--- config.mk ---
export PLATFORM = sky130hd
export DESIGN_NAME = pixel_binarizer_framer
export DESIGN_NICKNAME = d
export VERILOG_FILES = /design/src/rtl/pixel_binarizer_framer.sv
export SDC_FILE = /design/constraint.sdc
export NUM_CORES = 1
export LEC_CHECK = 0
export ABC_AREA = 0
export CAP_MARGIN = 20
export CELL_PAD_IN_SITES_DETAIL_PLACEMENT = 0
export CELL_PAD_IN_SITES_GLOBAL_PLACEMENT = 1
export CORE_UTILIZATION = 30
export DETAILED_ROUTE_END_ITERATION = 7
export DONT_BUFFER_PORTS = 1
export MAX_ROUTING_LAYER = met4
export PLACE_DENSITY = 0.59
export SLEW_MARGIN = 5
export SYNTH_ARGS = -nofsm -noshare
export SYNTH_HDL_FRONTEND = slang
export SYNTH_SLANG_ARGS = --single-unit
--- constraint.sdc ---
create_clock -name clk -period 3.5 [get_ports clk]
set_clock_uncertainty 0.15 [all_clocks]
set_input_delay 0.7 -clock clk [delete_from_list [all_inputs] [get_ports clk]]
set_output_delay 0.7 -clock clk [all_outputs]
set_load 0.01 [all_outputs]
--- src/rtl/pixel_binarizer_framer.sv ---
// -----------------------------------------------------------------------------
// pixel_binarizer_framer
//
// Front end ahead of cnn_classifier. It thresholds a raster stream of grayscale
// pixels to one bit each and assembles a 16x16 frame into a flat vector. The
// frame is then held behind a valid/ready handshake until downstream releases it.
//
// Ports
//   clk           in   single clock, rising edge
//   rst           in   synchronous, active-high reset
//   pix_valid     in   pix_data valid this cycle
//   pix_ready     out  block accepts a pixel this cycle
//   pix_data      in   PIX_W unsigned grayscale pixel
//   pix_sof       in   marks the first pixel (row 0, col 0) of a frame
//   thresh        in   PIX_W threshold, sampled on an accepted SOF pixel
//   binary_image  out  N-bit frame, bit k = row*IMG_DIM + col
//   img_valid     out  binary_image holds a complete frame
//   img_ready     in   downstream releases the frame (honoured only in HOLD)
//   ones_count    out  number of 1 bits in the held frame
//   frame_err     out  one-cycle pulse on a mid-frame SOF resync
//
// Build option
//   BINARIZER_SOF_RESYNC_EN : when defined, an SOF in FILL abandons the
//   partial frame and restarts it, pulsing frame_err. When undefined, an SOF
//   in FILL is an ordinary data pixel and frame_err is tied low.
// -----------------------------------------------------------------------------
module pixel_binarizer_framer #(
  parameter  int PIX_W   = 8,
  parameter  int IMG_DIM = 16,
  localparam int N       = IMG_DIM * IMG_DIM,
  localparam int IDX_W   = $clog2(N),
  localparam int CNT_W   = $clog2(N + 1)
) (
  input  logic             clk,
  input  logic             rst,
  input  logic             pix_valid,
  output logic             pix_ready,
  input  logic [PIX_W-1:0] pix_data,
  input  logic             pix_sof,
  input  logic [PIX_W-1:0] thresh,
  output logic [N-1:0]     binary_image,
  output logic             img_valid,
  input  logic             img_ready,
  output logic [CNT_W-1:0] ones_count,
  output logic             frame_err
);

  typedef enum logic [1:0] {
    S_IDLE = 2'd0,
    S_FILL = 2'd1,
    S_HOLD = 2'd2
  } state_t;

  localparam logic [IDX_W-1:0] LAST_IDX = IDX_W'(N - 1);

  state_t           state, state_n;
  logic [IDX_W-1:0] idx;
  logic [PIX_W-1:0] thr_q;
  logic             rdy_q;
  logic             accept;
  logic             sof_take;   // pixel starts a frame (IDLE SOF, or resync)
  logic             data_take;  // pixel is an ordinary in-frame pixel
  logic [PIX_W-1:0] thr_use;
  logic             pix_bit;

  // pix_ready is a registered flag so it stays low throughout reset and has
  // no combinational path from pix_valid or img_ready.
  assign pix_ready = rdy_q;
  assign img_valid = (state == S_HOLD);
  assign accept    = pix_valid && rdy_q;

  // The SOF pixel is compared against the live threshold; every later pixel
  // uses the copy latched on that SOF.
  assign thr_use = sof_take ? thresh : thr_q;
  assign pix_bit = (pix_data >= thr_use);

  // NOTE: every signal written in an always_comb gets a default at the top, so
  // no path through the case statement can leave one unassigned and infer a latch.
  always_comb begin
    state_n   = state;
    sof_take  = 1'b0;
    data_take = 1'b0;
    case (state)
      S_IDLE: begin
        // Accepts without SOF are consumed and dropped.
        if (accept && pix_sof) begin
          sof_take = 1'b1;
          state_n  = S_FILL;
        end
      end
      S_FILL: begin
        if (accept) begin
`ifdef BINARIZER_SOF_RESYNC_EN
          if (pix_sof) begin
            sof_take = 1'b1;
          end else
`endif
          begin
            data_take = 1'b1;
            if (idx == LAST_IDX) state_n = S_HOLD;
          end
        end
      end
      S_HOLD: begin
        if (img_ready) state_n = S_IDLE;
      end
      default: state_n = S_IDLE;
    endcase
  end

  // NOTE: sequential state uses non-blocking assignments only, so every flop
  // samples pre-edge values regardless of statement order.
  always_ff @(posedge clk) begin
    if (rst) begin
      state        <= S_IDLE;
      rdy_q        <= 1'b0;
      idx          <= '0;
      thr_q        <= '0;
      ones_count   <= '0;
      // NOTE: the frame buffer is a plain register vector, not a RAM, so it
      // can be cleared by reset like any other flop.
      binary_image <= '0;
    end else begin
      state <= state_n;
      rdy_q <= (state_n != S_HOLD);
      if (sof_take) begin
        thr_q           <= thresh;
        binary_image[0] <= pix_bit;
        idx             <= IDX_W'(1);
        ones_count      <= CNT_W'(pix_bit);
      end else if (data_take) begin
        binary_image[idx] <= pix_bit;
        ones_count        <= ones_count + CNT_W'(pix_bit);
        // The terminal accept leaves FILL, so idx is cleared rather than wrapped.
        idx               <= (idx == LAST_IDX) ? '0 : idx + IDX_W'(1);
      end
    end
  end

`ifdef BINARIZER_SOF_RESYNC_EN
  logic err_q;

  always_ff @(posedge clk) begin
    if (rst) err_q <= 1'b0;
    else     err_q <= sof_take && (state == S_FILL);
  end

  assign frame_err = err_q;
`else
  assign frame_err = 1'b0;
`endif

endmodule

; Word level (Yosys, flattened, before mapping)
; Index checks and enable logic that the tools add are counted.
[word_totals]
wordCells = 46
register_bits = 284
[op_classes]
n_mux = 20
reduce_logical = 7
bitwise_logic = 1
order_cmp = 3
eq_ne = 4
addsub = 2
[ops]
columns = op, count
row1 = bitwise mux 256 bit, 1
row2 = two-way mux 8 bit, 2
row3 = two-way mux 1 bit, 11
row4 = adder 9 x 1 -> 9 bit, 1
row5 = "< comparator 8 x 9 -> 1 bit, second input constant", 1
row6 = "adder 8 x 1 -> 8 bit, second input constant", 1
row7 = demux 1 bit (select 8 bit), 1
row8 = "== test 8 bit, second input constant", 1
row9 = "greater-or-equal comparator 8 x 1 -> 1 bit, second input constant", 1
row10 = greater-or-equal comparator 8 bit, 1
row11 = two-way mux 2 bit, 4
row12 = one-hot mux 2 bit (3 select lines), 1
row13 = logical AND 1 bit, 3
row14 = "== test 2 x 1 -> 1 bit, second input constant", 1
row15 = "== test 2 bit, second input constant", 1
row16 = zero test 2 bit, 1
row17 = "!= test 2 bit, second input constant", 1
row18 = AND reduction 2 bit, 1
row19 = nonzero test 2 bit, 1
row20 = OR reduction 2 bit, 1
row21 = NOT 1 bit, 1

; Longest topological paths before layout
; Gate-level depths: netlist (run 1).
[depth]
ltp_word = 9
ltp_mapped = 16
mapped_depth_nobuf = 13

; Least setup slack after synthesis (run 1)
; Ideal clock, no wire load.
[synth_timing]
path_kind = input port to flip-flop
startpoint = input port pix_valid
endpoint = register ones_count[4]
slack_ns = -0.318
arrival_time_ns = 3.551
t_required_ns = 3.233
cell_stages = 16
path_cell_list = nor4bb_1 > and2_1 > buf_2 > mux2_2 > ha_1 > nor2b_1 > o21ai_0 > a41oi_1 > buf_2 > buf_2 > inv_1 > ha_1 > ha_1 > nand4_1 > xor2_1 > nor2_1
[synth_between]
elab_chain_cells = 7
elab_cells_between_ends = 10
[synth_rtl]
columns = element, line_no
row1 = from (decl), 36  ; input logic pix_valid,
row2 = logical AND 1 bit, 70  ; assign accept = pix_valid && rdy_q;
row3 = logical AND 1 bit, 86  ; if (accept && pix_sof) begin
row4 = two-way mux 1 bit, 86
row5 = two-way mux 1 bit, 83  ; case (state)
row6 = two-way mux 8 bit, --
row7 = named net thr_use[0], 63  ; logic [PIX_W-1:0] thr_use;
row8 = greater-or-equal comparator 8 bit, 75  ; assign pix_bit = (pix_data >= thr_use);
row9 = named net pix_bit, 64  ; logic pix_bit;
row10 = adder 9 x 1 -> 9 bit, 133  ; ones_count <= ones_count + CNT_W'(pix_bit);
row11 = to (signal assigned), 130  ; ones_count <= CNT_W'(pix_bit);
row12 = to (signal assigned), 133
row13 = to (decl), 44  ; output logic [CNT_W-1:0] ones_count,
; The timed path passes the listed nets, and every way through them passes these cells.
; A chain may end at the register's enable or synchronous reset.

; Final worst setup path (run 1)
[layout_timing]
startpoint = register rdy_q (netlist: pix_ready)
endpoint = register ones_count[8]
[layout_between]
elab_chain_cells = 7
elab_cells_between_ends = 10
[layout_rtl]
columns = element, line_no
row1 = from (decl), 59  ; logic rdy_q;
row2 = from (signal assigned), 125  ; rdy_q <= (state_n != S_HOLD);
row3 = logical AND 1 bit, 70
row4 = logical AND 1 bit, 86
row5 = two-way mux 1 bit, 86
row6 = two-way mux 1 bit, 83
row7 = two-way mux 8 bit, --
row8 = greater-or-equal comparator 8 bit, 75
row9 = named net pix_bit, 64
row10 = adder 9 x 1 -> 9 bit, 133
; The timed path passes the listed nets, and every way through them passes these cells.

==> results.md, run 1 <==
* GPL Wtd Cong at 0.789
* F_max at around 320 MHz
* I/O pins at slightly below 300
* Most used DFF post-synth: dfxtp_1
* Pwr/cell area at about 540 mW/mm²
* Arrival time worst endpoint at about 3.4 ns
* Pre-antenna DRT Iters at 5
* Register clock-pin slew on the reported worst setup and hold paths at 0.06 ns
* Setup ws final at between 0.3 and 0.4 ns
* Clock sinks at 284
* Clock buffer depth at 3
* Worst min-delay path category: input pin to flop
* GRT overflow at 0
* Most frequent cells in the layout: dfxtp_1 (284), a21oi_1 (266), a311oi_1 (256)
* DRT iter0 DRCs at between 700 and 800
* Skew-Pair Late Insertion Delay at 0.52 ns
* Status: finished, final reports clean
* Largest net degree at the start of global routing at 272
* Root buffer cell: clkbuf_16
* Worst hold endpoint: binary_image[211]$_SDFFE_PP0P_
* Design area at 0.0126 mm²
* Crit share post-route at 0.899
* Setup CP Type: flop to flop
* Worst setup EP type: flop
* Fillers at 3716
* Initial core utilization at 0.305
* Netlist Area Pre-Place at about 0.011 mm²
* RSZ-0062 raised after global routing: no
* Final core utilization at 0.345
* Worst reg2reg endpoint: ones_count[8]$_SDFFE_PP0P_
* Die W at a little under 200 µm
* Post-Place Cell Area at 0.0116 mm²
* R2r startpoint: pix_ready$_SDFF_PP0_
* Final setup TNS at 0 ns
* Antenna cells at 0
* Core box area at 0.0366 mm²
* Hold_sp: rst
* P&R area growth vs syn at 13.0%
* Detail Placement HPWL at roughly 23000 µm
* Resized cells post-CTS at 0
* Worst Reg-to-Reg Cells at 14
* Worst path bufs/invs at 2
* Post-synthesis async set-or-reset flop share at 0
* Seq cells post-synth at 284
* Vias in the first global route at 8216
* Vias per inst at approximately 5.8
* Final Hold Fails at 0
* Die H at 195 µm
* ANT nets after route at 0
* Cts bufs inserted at 34
* Worst slack, placed at around 0.08 ns
* Crit path max fanout at 7
* Mean Syn Cell Area at just under 10 µm²
* Kind of cell adding the most delay to the critical path: simple AND/OR/NAND/NOR gates
* Worst R2R Setup Slack at between 0.3 and 0.4 ns
* GR Util All Layers at 0.203
* Worst setup path startpoint: pix_ready$_SDFF_PP0_
* Syn Nets at ~1200
* Worst IR Drop VDD at 0.000355 V
* Tightest Pin Transition at 0.857 ns
* Worst rel slew slack at 0.428
* # setup viols final at 0
* Hold Crit Depth at 1
* Die Area at approximately 0.038 mm²
* Avg WL per Cell at between 20 and 30 µm
* Crit-path cells: nor4bb_4 -> and2_1 -> buf_4 -> mux2i_1 -> ha_1 -> a21oi_1 -> o21ai_0 -> a41oi_4 -> inv_1 -> ha_2 -> ha_4 -> nand3_1 -> or3_1 -> a21oi_1
* H-tree levels at 2
* First-pass GRT wire length at ~57000 µm
* CTS tree: built
* Port Buf Inserts at 0
* Most used cell, CP: a21oi_1
* Post-synthesis sequential area ratio at 0.509
* Via Count at between 8000 and 9000
* Ys Warns at 0
* Crit path largest cell delay at roughly 0.36 ns
* Synth Instances at 1137
* Commonest non-fill, non-tap cell in the layout: dfxtp_1
* Tmin final at around 3.1 ns
* Worst setup SP type: flop
* Distinct cells, synth at 45
* CTS Hold Bufs at 0
* Worst EP required at around 3.8 ns
* Post-synth EDFFs at 0
* Antenna violations before repair at 0
* Nets@finish at around 1100
* Max-slew violation count at 0
* Static Leakage at roughly 0.0038 µW
* # rows at 70
* Share of cells above drive strength 1 at 0.123
* Critical-path top delay cell: or3_1
* Remaining DRCs at 0
* Total Power at 6870 µW
* Setup Buffers After CTS at 0
* MaxCap Viol Count at 0
* Routed WL at just under 40000 µm
-- cells in the mapped netlist, types with 6 or more instances --
cell type  number  area (µm²)
dfxtp_1       284        5690
clkbuf_1       78         293
nor2_1         25        93.8
ha_1           14         175
inv_1           8        30.0
nand2_1        15        56.3
and3_1          7        43.8
a311oi_1      256        2240
buf_2          85         425
a21oi_1       266        1330
mux2i_1         7        70.1
nand2b_1        8        50.1
nor3_1          9        45.0
a211oi_1        6        45.0
-- logic make-up after synthesis --
logic type / after synthesis / share of synthesized area
xor+xnor: 9 / 0.00705
other cells: 1 / 0.000335
mux: 8 / 0.00728
buf+inv: 180 / 0.0740
fa+ha+maj: 14 / 0.0157
flops: 284 / 0.509
simple gates: 101 / 0.0562
compound gates: 540 / 0.331
-- worst max-delay path by stage --
stage | to | depth (start not counted)
floorplan | ones_count[8]$_SDFFE_PP0P_ | 16
global placement | ones_count[8]$_SDFFE_PP0P_ | 14
detailed placement | ones_count[8]$_SDFFE_PP0P_ | 14
CTS | ones_count[8]$_SDFFE_PP0P_ | 14
global route | ones_count[6]$_SDFFE_PP0P_ | 14
finish | ones_count[8]$_SDFFE_PP0P_ | 14
-- layer usage --
layer	routed length (µm)	vias to the layer above	share of wire	global-route usage
met5	0	-	0	-
met4	722	0	0.019	0.0612
met3	3970	48	0.10	0.0739
met2	17400	347	0.45	0.299
met1	16400	4281	0.43	0.257
li1	-	4292	-	-
-- flip-flops by register name, indices dropped and copies added, names as in the netlist --
signal and flops:
idx 8, pix_ready 1, ones_count 9, thr_q 8
binary_image 256, state 2
-- cell type report --
type                    instances  area (µm²)  area share
multi-input cells             673        4820       0.382
clock inverters                 5        33.8     0.00268
flip-flops and latches        284        5690       0.450
well taps                     468         586      0.0464
clock buffers                  53        1010      0.0803
inverters                       8        30.0     0.00238
repair buffers                 48         460      0.0365
-- through the flow --
stage	cells	hold WS, ns
final	1539	0.180
after detailed placement	1481	0.338
after floorplan	1137	0.311
after CTS	1539	0.0990
after global routing	1539	0.148
after global placement	1481	0.328
-- power breakdown --
group | switching [µW] | internal (µW)
logic | 182 | 77.6
clock network | 1380 | 1990
registers | 5.85 | 3240
-- worst reg2reg max path, delay by kind of cell (launching register included) --
family,cells,cell delay [ns]
adder cells (fa/ha/maj),3,0.55
AO/OA/AOI/OAI,4,0.59
buffers and inverters,2,0.26
flip-flops,1,0.33
AND/OR/NAND/NOR,4,0.93
multiplexers,1,0.24
Power figures use the tool's default switching activity.
==> inputs of run 2 (changes only) <==
--- a/config.mk
+++ b/config.mk
@@ -12,6 +12,7 @@
 export CORE_UTILIZATION = 30
 export DETAILED_ROUTE_END_ITERATION = 7
 export DONT_BUFFER_PORTS = 1
+export GPL_TIMING_DRIVEN = 0
 export MAX_ROUTING_LAYER = met4
 export PLACE_DENSITY = 0.59
 export SLEW_MARGIN = 5
==> run 2 against run 1 <==
Net effect: worst setup slack worse by 0.21 ns; combinational power rose by 36%; fmax is 6.3% lower; critical endpoint unchanged; largest power group unchanged.
==> results.md, run 2 (same netlist as run 1, synthesis figures left out) <==
* Status: finished, final reports clean (unchanged)
* CTS Hold Bufs at 0 (unchanged)
* DP Cell Count at 1606 (was 1481)
* Worst rel slew slack at 0.268 (was 0.428)
* Port Buf Inserts at 0 (unchanged)
* Antenna violations before repair at 0 (unchanged)
* Via Count at 10300 (was 8968)
* Share of cells above drive strength 1 at 0.153 (was 0.123)
* Setup CP Type: flop to flop (unchanged)
* ANT nets after route at 0 (unchanged)
* Critical-path top delay cell: dfxtp_4 (was or3_1)
* Biggest regs: binary_image (256), ones_count (9) (unchanged)
* Design area at 0.0131 mm² (was 0.0126 mm²)
* Initial core utilization at 0.305 (unchanged)
* Die W at 195 µm (unchanged)
* Vias per inst at 6.17 (was 5.83)
* Register clock-pin slew on the reported worst setup and hold paths at 0.05 ns (was 0.06 ns)
* Most frequent cells in the layout: dfxtp_1 (281), a21oi_1 (266), a311oi_1 (256) (was dfxtp_1 (284), a21oi_1 (266), a311oi_1 (256))
* Pwr/cell area at 549 mW/mm² (was 544 mW/mm²)
* Root buffer cell: clkbuf_16 (unchanged)
* Die H at 195 µm (unchanged)
* Detail Placement HPWL at 35300 µm (was 22800 µm)
* Arrival time worst endpoint at 3.69 ns (was 3.43 ns)
* I/O pins at 289 (unchanged)
* Worst min-delay path category: input pin to flop (unchanged)
* Crit path largest cell delay at 0.37 ns (was 0.36 ns)
* H-tree levels at 2 (unchanged)
* Avg WL per Cell at 31.1 µm (was 25.1 µm)
* Skew-Pair Late Insertion Delay at 0.55 ns (was 0.52 ns)
* Static Leakage at 0.00406 µW (was 0.00378 µW)
* Tightest Pin Transition at 1.10 ns (was 0.857 ns)
* Cts bufs inserted at 35 (was 34)
* Clock buffer depth at 3 (unchanged)
* Post-Place Cell Area at 0.0118 mm² (was 0.0116 mm²)
* GRT overflow at 0 (unchanged)
* Worst IR Drop VDD at 0.000332 V (was 0.000355 V)
* P&R area growth vs syn at 17.0% (was 13.0%)
* MaxCap Viol Count at 0 (unchanged)
* Nets@finish at 1217 (was 1084)
* DRT iter0 DRCs at 796 (was 745)
* Max FFs per register at 256 (unchanged)
* Worst setup SP type: flop (unchanged)
* Core box area at 0.0366 mm² (unchanged)
* GR Util All Layers at 0.274 (was 0.203)
* Largest net degree at the start of global routing at 13 (was 272)
* Final Hold Fails at 0 (unchanged)
* Antenna cells at 0 (unchanged)
* Crit path max fanout at 10 (was 7)
* Fillers at 3748 (was 3716)
* Tmin final at 3.36 ns (was 3.15 ns)
* GPL Wtd Cong at 0.817 (was 0.789)
* Vias in the first global route at 9687 (was 8216)
* Die Area at 0.0380 mm² (unchanged)
* CTS tree: built (unchanged)
* Crit-path cells: nor4bb_4 -> and2_1 -> buf_6 -> mux2_4 -> ha_4 -> nor2b_1 -> o21ai_2 -> a41oi_4 -> buf_6 -> buf_6 -> inv_4 -> ha_4 -> ha_4 -> nand3_2 -> or3_1 -> a21oi_1 (was nor4bb_4 -> and2_1 -> buf_4 -> mux2i_1 -> ha_1 -> a21oi_1 -> o21ai_0 -> a41oi_4 -> inv_1 -> ha_2 -> ha_4 -> nand3_1 -> or3_1 -> a21oi_1)
* Max-slew violation count at 0 (unchanged)
* Finished Layout Cells at 1672 (was 1539)
* Commonest non-fill, non-tap cell in the layout: dfxtp_1 (unchanged)
* Clock sinks at 284 (unchanged)
* Routed WL at 52000 µm (was 38600 µm)
* Crit share post-route at 0.960 (was 0.899)
* Worst EP required at 3.83 ns (was 3.79 ns)
* First-pass GRT wire length at 72800 µm (was 56800 µm)
* Remaining DRCs at 0 (unchanged)
* # setup viols final at 0 (unchanged)
* # rows at 70 (unchanged)
* Worst setup EP type: flop (unchanged)
* F_max at 298 MHz (was 318 MHz)
* Pre-antenna DRT Iters at 5 (unchanged)
* Largest Register: binary_image (unchanged)
[run 2: cell count changes in the layout (fill, tap and decap cells not counted), moves of 8 or more]
cell	change
buf_12	-8
buf_4	-27
clkbuf_1	+73
nor2_1	+8
buf_2	+83
[run 2: worst paths after layout]
kind | start | endpoint | slack [ns] | depth (start not counted)
worst max register to register | state[1]$_SDFF_PP0_ | ones_count[8]$_SDFFE_PP0P_ | 0.14 | 16
worst min register to register | thr_q[1]$_SDFF_PP0_ | thr_q[1]$_SDFF_PP0_ | 0.35 | 2
worst max-delay path | state[1]$_SDFF_PP0_ | ones_count[8]$_SDFFE_PP0P_ | 0.14 | 16
worst min-delay path | thresh[5] | thr_q[5]$_SDFF_PP0_ | 0.18 | 2
[run 2: stage by stage]
step	utilization	worst slack (ns)	hold WS, ns	TNS (ns)	total power, µW
after floorplan	-	0.00705	0.311	0	3530
after global placement	0.323	-0.639	0.330	-92.49	3640
after detailed placement	0.323	-0.681	0.340	-112.12	3640
after CTS	0.354	-0.0918	0.163	-0.0918	7210
after global routing	0.357	-0.0183	0.174	-0.0183	7370
final	0.357	0.141	0.179	0	7180
[run 2: metal layers]
| metal | vias to the layer above | global-route usage | part of all wire |
|---|---|---|---|
| li1 | 4566 | - | - |
| met1 | 5202 | 0.343 | 0.41 |
| met2 | 461 | 0.403 | 0.44 |
| met3 | 85 | 0.102 | 0.11 |
| met4 | 0 | 0.0927 | 0.032 |
| met5 | - | - | 0 |
[run 2: repair_timing]
item                       in CTS  in global routing
setup endpoints to repair     255                 39
gates cloned                    0                  0
pin swaps                       3                  6
setup buffers                   2                  7
resized for setup              11                 11
[run 2: cell type report]
| type | instances | area, µm² | area share |
|---|---|---|---|
| flip-flops and latches | 284 | 5700 | 0.436 |
| multi-input cells | 673 | 4780 | 0.366 |
| clock buffers | 48 | 975 | 0.0745 |
| plain buffers | 170 | 808 | 0.0618 |
| well taps | 468 | 586 | 0.0448 |
| clock inverters | 11 | 121 | 0.00928 |
| repair buffers | 10 | 72.6 | 0.00555 |
| inverters | 8 | 32.5 | 0.00249 |
[run 2: worst max-delay path: cells and delay by family (launching register included)]
family	cells	cell delay, ns
compound gates	3	0.50
fa+ha+maj	3	0.55
buf+inv	4	0.48
flops	1	0.37
mux	1	0.32
simple gates	5	0.90
[run 2: power by group]
group	leakage [µW]	switching (µW)	internal (µW)
Combinational	0.00124	259	91.6
Sequential	0.00229	7.48	3240
Clock	0.000535	1490	2100
Total	0.00406	1750	5430
==> inputs of run 3 (changes only) <==
--- a/config.mk
+++ b/config.mk
@@ -15,6 +15,7 @@
 export GPL_TIMING_DRIVEN = 0
 export MAX_ROUTING_LAYER = met4
 export PLACE_DENSITY = 0.59
+export SETUP_SLACK_MARGIN = 0.3
 export SLEW_MARGIN = 5
 export SYNTH_ARGS = -nofsm -noshare
 export SYNTH_HDL_FRONTEND = slang
==> run 3 against run 2 <==
Net effect: design area rose by 3.5%; clock-buffer cell count rose by 2; non-clock buffer count rose by 16; register-to-register slack barely moved; die area did not move.
==> results.md, run 3 (same netlist as run 1, synthesis figures left out) <==
* Critical path depth in cells at 19 (was 16)
* Crit path largest cell delay at 0.35 ns (was 0.37 ns)
* Final setup TNS at 0 ns (unchanged)
* Routed WL at 51900 µm (was 52000 µm)
* Antenna cells at 0 (unchanged)
* Register clock-pin slew on the reported worst setup and hold paths at 0.06 ns (was 0.05 ns)
* Design area at 0.0135 mm² (was 0.0131 mm²)
* GPL Wtd Cong at 0.853 (was 0.817)
* Worst setup path startpoint: state[0]$_SDFF_PP0_ (was state[1]$_SDFF_PP0_)
* Combinational share of power at 0.062 (was 0.049)
* Max-slew violation count at 0 (unchanged)
* Core box area at 0.0366 mm² (unchanged)
* Worst EP required at 3.74 ns (was 3.83 ns)
* Finished Layout Cells at 1693 (was 1672)
* Die Area at 0.0380 mm² (unchanged)
* Largest Register: binary_image (unchanged)
* Clock share of power at 0.495 (was 0.499)
* Via Count at 10300 (about the same)
* Max FFs per register at 256 (unchanged)
* Most frequent cells in the layout: dfxtp_1 (281), a21oi_1 (264), a311oi_1 (256) (was dfxtp_1 (281), a21oi_1 (266), a311oi_1 (256))
* Share of cells above drive strength 1 at 0.180 (was 0.153)
* I/O pins at 289 (unchanged)
* Largest net degree at the start of global routing at 13 (unchanged)
* Status: finished, final reports clean (unchanged)
* Crit share post-route at 0.957 (was 0.960)
* Cts bufs inserted at 35 (unchanged)
* Hold_sp: thresh[2] (was thresh[5])
* Post-Place Cell Area at 0.0119 mm² (was 0.0118 mm²)
* Critical-path top delay cell: dfxtp_4 (unchanged)
* Pre-antenna DRT Iters at 5 (unchanged)
* Arrival time worst endpoint at 3.59 ns (was 3.69 ns)
* # setup viols final at 0 (unchanged)
* Hold Crit Depth at 2 (unchanged)
* GR Util All Layers at 0.275 (was 0.274)
* Crit-path cells: nor4bb_4 -> and2_4 -> buf_6 -> buf_6 -> mux2i_4 -> ha_4 -> a21oi_2 -> o21ai_2 -> a41oi_4 -> buf_12 -> buf_8 -> buf_12 -> inv_4 -> ha_4 -> ha_4 -> buf_4 -> nand4_1 -> xor2_1 -> nor2_1 (was nor4bb_4 -> and2_1 -> buf_6 -> mux2_4 -> ha_4 -> nor2b_1 -> o21ai_2 -> a41oi_4 -> buf_6 -> buf_6 -> inv_4 -> ha_4 -> ha_4 -> nand3_2 -> or3_1 -> a21oi_1)
* Clock sinks at 284 (unchanged)
* CTS Hold Bufs at 0 (unchanged)
* GRT overflow at 0 (unchanged)
* Port Buf Inserts at 0 (unchanged)
* Crit path max fanout at 3 (was 10)
* Tmin final at 3.35 ns (was 3.36 ns)
* Initial core utilization at 0.305 (unchanged)
* Kind of cell adding the most delay to the critical path: buffers and inverters (was simple AND/OR/NAND/NOR gates)
* Sequential power share at 0.443 (was 0.452)
* Tightest Pin Transition at 1.10 ns (about the same)
* F_max at 298 MHz (about the same)
* Worst min-delay path category: input pin to flop (unchanged)
* Most used cell, CP: ha_4
* First-pass GRT wire length at 73900 µm (was 72800 µm)
* Vias per inst at 6.08 (was 6.17)
* R2r startpoint: state[0]$_SDFF_PP0_ (was state[1]$_SDFF_PP0_)
* DP Cell Count at 1606 (unchanged)
* Remaining DRCs at 0 (unchanged)
* Worst setup EP type: flop (unchanged)
* Die H at 195 µm (unchanged)
* Setup CP Type: flop to flop (unchanged)
* Detail Placement HPWL at 35400 µm (was 35300 µm)
* Root buffer cell: clkbuf_16 (unchanged)
* Int Power at 5540 µW (was 5430 µW)
* Commonest non-fill, non-tap cell in the layout: dfxtp_1 (unchanged)
* Die W at 195 µm (unchanged)
* Worst Reg-to-Reg Cells at 19 (was 16)
* RSZ-0062 raised after global routing: yes
* CTS tree: built (unchanged)
* Sw Pwr at 1790 µW (was 1750 µW)
* Worst rel slew slack at 0.265 (was 0.268)
* P&R area growth vs syn at 21.1% (was 17.0%)
* Worst IR Drop VDD at 0.000282 V (was 0.000332 V)
* Static Leakage at 0.00424 µW (was 0.00406 µW)
* Net Sw Frac at 0.244 (about the same)
* Worst path bufs/invs at 7 (was 4)
* Worst setup SP type: flop (unchanged)
* Final Hold Fails at 0 (unchanged)
* DRT iter0 DRCs at 644 (was 796)
* Nets@finish at 1233 (was 1217)
* Antenna violations before repair at 0 (unchanged)
* H-tree levels at 2 (unchanged)
* Pwr/cell area at 541 mW/mm² (was 549 mW/mm²)
* Biggest regs: binary_image (256), ones_count (9) (unchanged)
* Avg WL per Cell at 30.7 µm (was 31.1 µm)
* Vias in the first global route at 9857 (was 9687)
* # rows at 70 (unchanged)
* Skew-Pair Late Insertion Delay at 0.54 ns (was 0.55 ns)
* MaxCap Viol Count at 0 (unchanged)
* ANT nets after route at 0 (unchanged)
* Clock buffer depth at 3 (unchanged)
==> run 3: path summary, 6_finish.rpt <==
| path | end | slack (ns) |
|---|---|---|
| worst max-delay path | ones_count[6]$_SDFFE_PP0P_ | 0.15 |
| worst min-delay path | thr_q[2]$_SDFF_PP0_ | 0.19 |
| worst max register to register | ones_count[6]$_SDFFE_PP0P_ | 0.15 |
| worst min register to register | thr_q[6]$_SDFF_PP0_ | 0.35 |
==> run 3: metal layers <==
layer,vias up,GRT usage,routed length (µm)
li1,4606,-,-
met3,87,0.109,6000
met5,-,-,0
met2,466,0.413,23300
met4,0,0.0749,1300
met1,5136,0.340,21300
==> run 3: cell type report <==
cell class / instances / area, µm²
inverter: 8 / 32.5
timing repair buffer: 24 / 214
clock inverter: 14 / 123
multi-input combinational: 673 / 4900
clock buffer: 50 / 1020
fill: 3732 / 23100
sequential: 284 / 5700
buffer: 172 / 967
tap: 468 / 586
==> run 3: per-stage QoR <==
step	worst slack (ns)	total power, µW	hold slack [ns]	utilization
2_1_floorplan	0.126	3540	0.311	-
3_3_place_gp	-0.550	3640	0.331	0.324
3_5_place_dp	-0.573	3650	0.341	0.324
4_1_cts	0.124	7310	0.193	0.364
5_1_grt	0.00709	7510	0.181	0.370
6_report	0.150	7330	0.195	0.370
==> run 3: what timing repair did <==
item / CTS / global route
endpoints found under the setup margin: 265 / 241
buffers inserted: 20 / 3
pin swaps: 12 / 16
resized for setup: 45 / 53
==> run 3: power by group through the flow <==
stage          clock, µW  sequential (µW)  combinational (µW)
3_5_place_dp           0             3320                 326
2_1_floorplan          0             3320                 221
6_report            3630             3250                 453
3_3_place_gp           0             3320                 324
5_1_grt             3780             3240                 481
4_1_cts             3670             3250                 395
